## src/rtl/mem_arb_pkg.sv

```systemverilog
// Shared types for the instruction/data memory port arbiter:
// FSM state, owner encoding and the latched memory request payload.
package mem_arb_pkg;

  localparam int unsigned XLEN   = 32;
  localparam int unsigned STRB_W = XLEN / 8;

  typedef enum logic [1:0] {
    IDLE  = 2'd0,
    ISSUE = 2'd1,
    WAIT  = 2'd2,
    DONE  = 2'd3
  } arb_state_e;

  typedef enum logic {
    OWN_I = 1'b0,
    OWN_D = 1'b1
  } owner_e;

  typedef struct packed {
    logic              we;
    logic [XLEN-1:0]   addr;
    logic [XLEN-1:0]   wdata;
    logic [STRB_W-1:0] wstrb;
  } mem_req_t;

endpackage

```

## src/rtl/mem_port_arbiter.sv

```systemverilog
// Serialises the CPU fetch and load/store ports onto one fixed-latency,
// single-ported memory; one access outstanding, bounded data bursts.
module mem_port_arbiter
  import mem_arb_pkg::*;
#(
  parameter int unsigned LATENCY     = 1,
  parameter int unsigned MAX_D_BURST = 2
) (
  input  logic              clk,
  input  logic              reset,

  input  logic              i_req,
  input  logic [XLEN-1:0]   i_addr,
  output logic              i_ready,
  output logic [XLEN-1:0]   i_rdata,

  input  logic              d_req,
  input  logic              d_we,
  input  logic [XLEN-1:0]   d_addr,
  input  logic [XLEN-1:0]   d_wdata,
  input  logic [STRB_W-1:0] d_wstrb,
  output logic              d_ready,
  output logic [XLEN-1:0]   d_rdata,

  output logic              mem_en,
  output logic              mem_we,
  output logic [XLEN-1:0]   mem_addr,
  output logic [XLEN-1:0]   mem_wdata,
  output logic [STRB_W-1:0] mem_wstrb,
  input  logic [XLEN-1:0]   mem_rdata,

  output logic              busy
);

  localparam int unsigned LAT_W   = (LATENCY > 1) ? $clog2(LATENCY) : 1;
  localparam int unsigned BURST_W = (MAX_D_BURST > 0) ? $clog2(MAX_D_BURST + 1) : 1;

  arb_state_e          state_q, state_d;
  owner_e              owner_q, owner_d;
  logic                we_q, we_d;
  logic [BURST_W-1:0]  burst_q, burst_d;
  logic [LAT_W-1:0]    lat_q, lat_d;
  mem_req_t            mem_q, mem_d;
  logic                mem_en_q, mem_en_d;
  logic                i_ready_q, i_ready_d;
  logic                d_ready_q, d_ready_d;
  logic [XLEN-1:0]     i_rdata_q, i_rdata_d;
  logic [XLEN-1:0]     d_rdata_q, d_rdata_d;
  logic                busy_q, busy_d;
  logic                data_win;

  // Next-state, arbitration, payload latch and response capture.
  always_comb begin
    state_d   = state_q;
    owner_d   = owner_q;
    we_d      = we_q;
    burst_d   = burst_q;
    lat_d     = lat_q;
    mem_d     = '0;
    mem_en_d  = 1'b0;
    i_ready_d = 1'b0;
    d_ready_d = 1'b0;
    i_rdata_d = i_rdata_q;
    d_rdata_d = d_rdata_q;
    data_win  = d_req && (!i_req || (burst_q != BURST_W'(MAX_D_BURST)));

    unique case (state_q)
      IDLE: begin
        if (i_req || d_req) begin
          state_d  = ISSUE;
          mem_en_d = 1'b1;
          if (data_win) begin
            owner_d     = OWN_D;
            we_d        = d_we;
            mem_d.we    = d_we;
            mem_d.addr  = d_addr;
            mem_d.wdata = d_wdata;
            mem_d.wstrb = d_wstrb;
            // A data win with i_req pending implies burst_q < MAX_D_BURST.
            burst_d = i_req ? (burst_q + BURST_W'(1)) : '0;
          end else begin
            owner_d    = OWN_I;
            we_d       = 1'b0;
            mem_d.addr = i_addr;
            burst_d    = '0;
          end
        end
      end
      ISSUE: begin
        if (LATENCY > 1) begin
          state_d = WAIT;
          lat_d   = LAT_W'(LATENCY - 1);
        end else begin
          state_d = DONE;
        end
      end
      WAIT: begin
        if (lat_q <= LAT_W'(1)) begin
          state_d = DONE;
          lat_d   = '0;
        end else begin
          lat_d = lat_q - LAT_W'(1);
        end
      end
      DONE: begin
        state_d = IDLE;
      end
      default: begin
        state_d = IDLE;
      end
    endcase

    // DONE is only reachable from ISSUE/WAIT, so this fires on entry only.
    if (state_d == DONE) begin
      if (owner_q == OWN_I) begin
        i_ready_d = 1'b1;
        i_rdata_d = mem_rdata;
      end else begin
        d_ready_d = 1'b1;
        if (!we_q) begin
          d_rdata_d = mem_rdata;
        end
      end
    end

    busy_d = (state_d != IDLE);
  end

  always_ff @(posedge clk) begin
    if (reset) begin
      state_q   <= IDLE;
      owner_q   <= OWN_I;
      we_q      <= 1'b0;
      burst_q   <= '0;
      lat_q     <= '0;
      mem_q     <= '0;
      mem_en_q  <= 1'b0;
      i_ready_q <= 1'b0;
      d_ready_q <= 1'b0;
      i_rdata_q <= '0;
      d_rdata_q <= '0;
      busy_q    <= 1'b0;
    end else begin
      state_q   <= state_d;
      owner_q   <= owner_d;
      we_q      <= we_d;
      burst_q   <= burst_d;
      lat_q     <= lat_d;
      mem_q     <= mem_d;
      mem_en_q  <= mem_en_d;
      i_ready_q <= i_ready_d;
      d_ready_q <= d_ready_d;
      i_rdata_q <= i_rdata_d;
      d_rdata_q <= d_rdata_d;
      busy_q    <= busy_d;
    end
  end

  assign mem_en    = mem_en_q;
  assign mem_we    = mem_q.we;
  assign mem_addr  = mem_q.addr;
  assign mem_wdata = mem_q.wdata;
  assign mem_wstrb = mem_q.wstrb;
  assign i_ready   = i_ready_q;
  assign i_rdata   = i_rdata_q;
  assign d_ready   = d_ready_q;
  assign d_rdata   = d_rdata_q;
  assign busy      = busy_q;

endmodule
```

## config.mk

```make
export PLATFORM = sky130hd
export DESIGN_NAME = mem_port_arbiter
export DESIGN_NICKNAME = d
export VERILOG_FILES = /design/src/rtl/mem_arb_pkg.sv /design/src/rtl/mem_port_arbiter.sv
export SDC_FILE = /design/constraint.sdc
export NUM_CORES = 1
export LEC_CHECK = 0
export ABC_AREA = 1
export CAP_MARGIN = 5
export CORE_MARGIN = 4
export CORE_UTILIZATION = 41
export DETAILED_ROUTE_END_ITERATION = 8
export PLACE_DENSITY_LB_ADDON = 0.1
export SLEW_MARGIN = 30
export SYNTH_ARGS = -nofsm -noshare
export SYNTH_HDL_FRONTEND = slang
export SYNTH_SLANG_ARGS = --single-unit
```

## constraint.sdc

```tcl
create_clock -name clk -period 2.2 [get_ports clk]
set_input_delay 0.55 -clock clk [delete_from_list [all_inputs] [get_ports clk]]
set_output_delay 0.55 -clock clk [all_outputs]
set_load 0.02 [all_outputs]
```

==> summary.txt <==
Die Y-Extent: 126 um
placed inst area: 8600 um^2
synth top area cells: dfxtp_1 (50%), inv_1 (13%), nand2_1 (13%)
syn nets: 954
residual DRC count: 0
WP data required: 1650 ps
final core occ: 66.4%
first-pass GRT wire length: 25900 um
Yosys top cell by area: dfxtp_1
clock net sink count: 143
vias in the first global route: 5282
Pwr Total: 10.9 mW
Final period util: 88.7%
Setup Viol. Count Final: 0
Crit Path Class: flip-flop to primary output
setup bufs post-CTS: 0
Synth Instances: 815
die width: 126 um
Slew @ Worst Pin: 416 ps
antenna viol nets, final: 0
ys async rst share: 0%
All-Layer GR Usage: 20.4%
Inst Count DP: 1236
fillcell total: 1251
Synth Cell Area: 5750 um^2
Max Freq: 513 MHz
CTS tree: yes
Comb pwr share: 43.4%
power per cell area: 1190 nW/um^2
most used standard cell by instance count after synthesis: inv_1
HP Class: flip-flop to flip-flop
Synth Warn #: 0
Clock Path Buffers: 2
Synth cell types: 21
crit path max fanout: 2
Pre-antenna DRT Iters: 4
H-tree levels: 4
RSZ-0062 raised after global routing: false
Post-DP HPWL: 12100 um
Post-synth top flop: dfxtp_1
Worst EP arrival: 1400 ps
wirelength, routed: 16600 um
Mean Syn Cell Area: 7.06 um^2
diode count: 0
crit path buf inv count: 1
Worst-path clk slew: 60 ps
max cap viols: 0
Worst Clk Skew: 6.80 ps
area grow syn2layout: 59.7%
core area: 13800 um^2
initial core utilization: 41.6%
Setup crit end kind: primary output
average via count per standard cell: 4.38
io pins: 274
routed len/inst: 13.1 um
PostCTS Resize Cnt: 0
CP max-delay cell: clkdlybuf4s50_1
DRT iter0 DRCs: 330
Worst path max stage delay: 620 ps
register area: 2860 um^2
leak pwr: 4.31 nW
crit path time final: 1950 ps
Switching Fraction: 38.7%
Hold Fails Final Rpt: 0
nets@finish: 1214
register bit total from synthesis: 143
initial antenna violation count: 0
num rows: 43
hold buffers post-CTS: 0
Slew headroom: 72.3%
fin area: 9180 um^2
global route overflow: 0
Num CTS Buffers: 17
later-pin clock latency in the skew report: 420 ps
RePlAce Congestion: 0.818
Post-synth EDFFs: 0
vias: 5557
largest net degree at the start of global routing: 41
Sequential Power Share: 30.6%
Clock Tree Root: clkbuf_16
fin cells: 1268
Final Max Tran Viols: 0
synth cell count leaders: inv_1 (203), nand2_1 (202), dfxtp_1 (143)
Net Sw Power: 4.22 mW
CP delay by family, top: buffers and inverters
TNS Setup: 0 ps
status: finished clean
Seq/Total Area, Yosys: 49.8%
internal power: 6.68 mW
crit-path cells: clkdlybuf4s50_1
Die Area: 16000 um^2
area of the multi-input gates: 1840 um^2
post-synth top area share: 49.8%
Clock power frac: 26.0%
startpoint types: flip-flop
port bufs: 273
worst ir drop on vdd: 0.906 mV
layout cells sized above 1: 5.24%
## path summary, 6_finish.rpt
check / start / endpoint / slack, ps / depth (start not counted)
max: i_rdata[27] / i_rdata[27] / 250 / 1
min: burst_q[1] / burst_q[1] / 500 / 2
max reg2reg: state_q[0] / d_rdata[19] / 370 / 10
min reg2reg: burst_q[1] / burst_q[1] / 500 / 2
## metal layers
layer | vias to the layer above | GRT usage [%] | routed length [um]
met1 | 2427 | 22.6 | 6620
met5 | - | 0 | 0
met4 | 0 | 8.83 | 491
met3 | 31 | 8.67 | 1540
met2 | 185 | 34.1 | 7940
li1 | 2914 | - | -
## kinds of logic (layout without fill, tap and decap cells)
logic type / Yosys count / after routing / share of synthesized area [%]
adders and majority gates: 2 / 2 / 0.435
AOI/OAI and AO/OA: 38 / 38 / 3.39
buffers and inverters: 254 / 527 / 18.3
and+or+nand+nor: 378 / 378 / 28.1
DFF: 143 / 143 / 49.8
## flip-flops by register name, indices dropped and copies added (netlist names), 2 cells and up
register   count
mem_wdata     32
state_q        2
i_rdata       32
burst_q        2
d_rdata       32
mem_wstrb      4
mem_addr      32
## layout by cell type (no fill, tap or decap), drive strengths merged, types with 5 or more instances in the layout
| cell | netlist | layout |
|---|---|---|
| clkdlybuf4s50 | 0 | 273 |
| nand2 | 203 | 203 |
| clkbuf | 24 | 17 |
| inv | 207 | 212 |
| buf | 22 | 14 |
| nand3 | 5 | 5 |
| nand4 | 64 | 64 |
| a21oi | 33 | 33 |
| nor2 | 105 | 105 |
| dfxtp | 143 | 143 |
| clkinv | 1 | 5 |
## per-stage QoR
step	hold slack [ps]	worst slack, ps
finish	504	250
detailed placement	494	85.3
global route	526	104
floorplan	457	609
CTS	508	200
global placement	481	164
## power groups by stage
stage / clock network, mW / logic (mW) / registers (mW)
after global placement: 0 / 4.68 / 3.39
after global routing: 3.01 / 5.28 / 3.40
final: 2.83 / 4.73 / 3.34
after CTS: 2.89 / 4.79 / 3.35
after floorplan: 0 / 2.63 / 3.96
after detailed placement: 0 / 4.77 / 3.39
## tightest hold or removal path: cells and delay by family, from the launching register on
kind / cells / cell delay (ps)
flip-flops: 1 / 340
AO/OA/AOI/OAI: 1 / 60
AND/OR/NAND/NOR: 1 / 70
## area by class of cell
class	count	area share, %
repair buffers	287	31.4
inverters	208	8.50
clock inverters	15	1.76
flip-flops and latches	143	31.2
multi-input cells	418	20.0
clock buffers	17	4.63
well taps	180	2.45
(Power assumes the default switching activity.)
